### src/rtl/piso_serializer.sv
// Parallel-in/serial-out stage: takes one WIDTH-bit word per valid/ready handshake
// and emits it one bit per serial beat with first/last markers and zero-gap reload.
module piso_serializer #(
  parameter int WIDTH     = 4,
  parameter bit MSB_FIRST = 1'b1,
  parameter int CNT_W     = 8
) (
  input  logic             i_clk,
  input  logic             i_rst_n,
  input  logic [WIDTH-1:0] i_in_data,
  input  logic             i_in_valid,
  output logic             o_in_ready,
  output logic             o_ser_out,
  output logic             o_ser_valid,
  input  logic             i_ser_ready,
  output logic             o_ser_first,
  output logic             o_ser_last,
  output logic             o_busy,
  output logic [CNT_W-1:0] o_word_cnt
);

  localparam int CW = (WIDTH > 1) ? $clog2(WIDTH) : 1;

  typedef enum logic {IDLE = 1'b0, SHIFT = 1'b1} state_t;

  state_t           r_state;
  logic [WIDTH-1:0] r_shreg;
  logic [CW-1:0]    r_cnt;
  logic [CNT_W-1:0] r_word_cnt;

  logic             w_shift;
  logic             w_last;
  logic             w_beat;
  logic             w_rdy;
  logic             w_accept;
  logic [WIDTH-1:0] w_shreg_nxt;

  assign w_shift  = (r_state == SHIFT);
  assign w_last   = w_shift && (r_cnt == CW'(WIDTH - 1));
  assign w_beat   = w_shift && i_ser_ready;
  assign w_rdy    = !w_shift || (w_last && i_ser_ready);
  assign w_accept = i_in_valid && w_rdy;

  // Shift toward the output end; the vacated bit fills with zero.
  assign w_shreg_nxt = MSB_FIRST ? {r_shreg[WIDTH-2:0], 1'b0}
                                 : {1'b0, r_shreg[WIDTH-1:1]};

  // Ready is forced low while reset is held so nothing is taken mid-reset.
  assign o_in_ready  = i_rst_n && w_rdy;
  assign o_ser_valid = w_shift;
  assign o_busy      = w_shift;
  assign o_ser_out   = w_shift && (MSB_FIRST ? r_shreg[WIDTH-1] : r_shreg[0]);
  assign o_ser_first = w_shift && (r_cnt == '0);
  assign o_ser_last  = w_last;
  assign o_word_cnt  = r_word_cnt;

  always_ff @(posedge i_clk or negedge i_rst_n) begin
    if (!i_rst_n) begin
      r_state    <= IDLE;
      r_shreg    <= '0;
      r_cnt      <= '0;
      r_word_cnt <= '0;
    end else begin
      if (w_beat && w_last)
        r_word_cnt <= r_word_cnt + CNT_W'(1);
      if (w_accept) begin
        r_shreg <= i_in_data;
        r_cnt   <= '0;
        r_state <= SHIFT;
      end else if (w_beat) begin
        r_shreg <= w_shreg_nxt;
        if (w_last) begin
          r_cnt   <= '0;
          r_state <= IDLE;
        end else begin
          r_cnt <= r_cnt + CW'(1);
        end
      end
    end
  end

endmodule

### config.mk
export PLATFORM = sky130hd
export DESIGN_NAME = piso_serializer
export DESIGN_NICKNAME = d
export VERILOG_FILES = /design/src/rtl/piso_serializer.sv
export SDC_FILE = /design/constraint.sdc
export NUM_CORES = 1
export LEC_CHECK = 0
export CAP_MARGIN = 30
export CORE_MARGIN = 2
export CORE_UTILIZATION = 50
export CTS_CLUSTER_SIZE = 14
export DETAILED_ROUTE_END_ITERATION = 8
export PLACE_DENSITY_LB_ADDON = 0.05
export SLEW_MARGIN = 30
export SYNTH_ARGS = -nofsm -noshare
export SYNTH_HDL_FRONTEND = slang
export SYNTH_SLANG_ARGS = --single-unit
### constraint.sdc
create_clock -name i_clk -period 2.25 [get_ports i_clk]
set_clock_uncertainty 0.05 [all_clocks]
set_input_delay 0.225 -clock i_clk [delete_from_list [all_inputs] [get_ports i_clk]]
set_output_delay 0.225 -clock i_clk [all_outputs]
set_load 0.01 [all_outputs]
==> flow_metrics.tcl <==
set metrics [dict create \
    timing.rr.end "o_word_cnt[6]$_DFFE_PN0P_" \
    reg2reg_slack_ps 730 \
    synth_edf_count 0 \
    ys_ff_latch 15 \
    cp.arrival_ps 1790 \
    cp_slowest_cell "clkdlybuf4s50_1" \
    root_buffer "clkbuf_4" \
    ir_worst_vdd_v 0.0005708 \
    cp-start-kind "flip-flop" \
    routedWlPerCell_um 13.68 \
    h-tree-depth 1 \
    multiInputGateArea_um2 427.9 \
    async_reset_ff_share_pct 100.0 \
    intPower_uw 670.0 \
    num_rows 14 \
    netlist.area_leader.share_pct 44.44 \
    dpl_worst_slack_ps 432.5 \
    totalWireLength_mm 1.641 \
    fin_ws_ps 189.9 \
    hp-class "in -> async" \
    critical-path-max-stage-delay_ps 560 \
    p_seq_share_pct 41.9 \
    fin_crit_sh_pct 91.56 \
    vias 670 \
    ys_types 29 \
    routed_via_density 5.583 \
    rsz0062_at_grt "no" \
    hold_viol_final 0 \
    cts.sinks 15 \
    clkTransAtPathRegs_ps 90 \
    ys_warn_count 0 \
    grt_max_degree 22 \
    initial_utilization_pct 54.79 \
    syn_area_um2 844.6 \
    critical_path.endpoint_type "output port" \
    combPwrFrac_pct 43.1 \
    yosys.area.top_type "dfrtp_1" \
    drtAntennaViolNets 0 \
    slew_headroom_pct 62.22 \
    reg2reg_depth 3 \
    n_antenna_cell 0 \
    synth_area_leaders "dfrtp_1 44%, xnor2_1 5.2%, mux2i_1 4.7%, ha_1 4.4%, mux2_2 4.0%" \
    tns_ps 0 \
    die_area_um2 2034 \
    swShare_pct 35.12 \
    leakage_uw 0.0004938 \
    yosysMostFrequentCell "dfrtp_1" \
    synth_common_cells "15 x dfrtp_1, 7 x nand2_1, 5 x nand2b_1, 5 x xnor2_1" \
    layout-drive-gt1-share_pct 12.50 \
    path_cells "ha_2 -> nand2_1 -> a21boi_0 -> clkdlybuf4s50_1" \
    setup.worst_path.class "reg -> out" \
    clockBufferDepth 2 \
    io_buffers 21 \
    grt_pass1_wl_mm 2.677 \
    status "finished clean" \
    period_minus_slack_ps 2060 \
    floorplan.die.width_um 45.10 \
    regArea_um2 375.4 \
    postSynthCellCount 82 \
    dp_hpwl_mm 1.177 \
    io_pins 22 \
    cts_tree "built" \
    rr_startpoint "o_busy$_DFFE_PN0P_" \
    area_growth_pct 28.74 \
    firstDrtPassIters 3 \
    gp_congestion 0.7285 \
    crit_fanout 7 \
    setup_violations 0 \
    critPathRequiredTime_ps 1980 \
    antenna_found_initial 0 \
    startpoint "r_cnt[1]$_DFFE_PN0P_" \
    synth_seq_area_share_pct 44.44 \
    cts_setup_buffers 0 \
    synth_area_per_cell_um2 10.30 \
    pwr-share-clk_pct 15.0 \
    powerDensity_nw_per_um2 949.8 \
    crit_end "o_in_ready" \
    gr-total-overflow 0 \
    first_global_vias 621 \
    core-area_um2 1541 \
    switchingPower_uw 362.7 \
    clk_latency_ps 280 \
    drv_cap 0 \
    drc 0 \
    worst_pin_slew_ps 566.7 \
    drt_iter0_drc 5 \
    report.final.slew_viol_count 0 \
    track_usage_pct 18.86 \
    max_freq_mhz 485.4 \
    die_y_um 45.10 \
    cts-buffers-inserted 3 \
    syn_nets 93 \
    layout.nets 116 \
    synthFlopType "dfrtp_1" \
    nFillCells 127 \
]
-- stage by stage --
| stage | hold slack (ps) | cell area, um^2 | total power, uW | instances | utilization (%) |
|---|---|---|---|---|---|
| final | 224.4 | 1087 | 1033 | 120 | 70.54 |
| after global routing | 243.8 | 1087 | 1104 | 120 | 70.54 |
| after CTS | 222.1 | 1085 | 1046 | 120 | 70.37 |
| after detailed placement | 416.3 | 1057 | 881.4 | 116 | 68.59 |
| after global placement | 405.4 | 1057 | 865.9 | 116 | 68.59 |
| after floorplan | -120.6 | 844.6 | 689.3 | 82 | - |
-- cell families after synthesis --
group | after synthesis | share of synthesized area [%]
DFF | 15 | 44.44
muxes | 7 | 8.741
adders and majority gates | 3 | 4.445
buffers and inverters | 8 | 5.184
AOI/OAI and AO/OA | 12 | 9.779
xor gates and xnor gates | 7 | 7.259
and+or+nand+nor | 30 | 20.15
-- registers in the layout (all words and copies together) (netlist names) --
signal      cells
r_shreg         4
o_busy          1
r_cnt           2
o_word_cnt      8
-- worst max-delay path, delay by kind of cell (launching register included) --
| kind | cells | cell delay (ps) |
|---|---|---|
| simple gates | 1 | 80 |
| compound gates | 1 | 190 |
| flops | 1 | 400 |
| buf+inv | 1 | 560 |
| fa+ha+maj | 1 | 270 |
-- repair_timing --
item	CTS	global route
hold buffers	0	0
setup endpoints to repair	0	1
gates resized for setup	0	1
-- power groups by stage --
stage	clock (uW)	sequential, uW	combinational, uW
finish	155	433	445
global route	169	447	489
CTS	165	432	449
detailed placement	0	436	445
global placement	0	433	433
floorplan	0	425	264
-- cells in the final DEF (no fill, tap or decap) --
cell type / instances
a21boi_0: 1
a21o_1: 1
a21oi_1: 3
a22o_1: 1
a31o_1: 1
and2_1: 3
and3_1: 3
buf_4: 2
clkbuf_4: 3
clkdlybuf4s50_1: 21
clkinv_2: 1
dfrtp_1: 15
ha_1: 2
ha_2: 1
inv_1: 3
mux2_2: 3
mux2i_1: 4
nand2_1: 7
nand2_2: 1
nand2b_1: 5
nand3_1: 2
nand3_2: 1
nand4_1: 4
nor2_1: 2
nor2b_1: 1
nor3_2: 1
o221ai_1: 1
o22ai_1: 3
o31ai_1: 1
xnor2_1: 5
xor2_1: 2
-- how the worst min path moves through the flow --
stage / start / endpoint / slack [ps]
final: i_rst_n / o_word_cnt[5]$_DFFE_PN0P_ / 220
after global routing: i_rst_n / o_word_cnt[7]$_DFFE_PN0P_ / 240
after CTS: i_rst_n / o_word_cnt[7]$_DFFE_PN0P_ / 220
after detailed placement: o_word_cnt[7]$_DFFE_PN0P_ / o_word_cnt[7]$_DFFE_PN0P_ / 420
after global placement: o_word_cnt[7]$_DFFE_PN0P_ / o_word_cnt[7]$_DFFE_PN0P_ / 410
after floorplan: i_rst_n / o_busy$_DFFE_PN0P_ / -120
-- layout make-up --
type	instances	area share [%]
Timing Repair Buffer	23	20.71
Multi-Input combinational cell	59	39.36
Inverter	3	1.036
Tap cell	16	1.841
Sequential cell	15	34.52
Clock buffer	3	2.071
Clock inverter	1	0.4603
-- routing by layer --
layer	part of all wire [%]	up-vias	GRT usage (%)
li1	-	331	-
met1	47	321	25.26
met2	48	14	28.57
met3	2.7	4	2.400
met4	1.9	0	12.35
met5	0	-	0
Power figures use the tool's default switching activity.
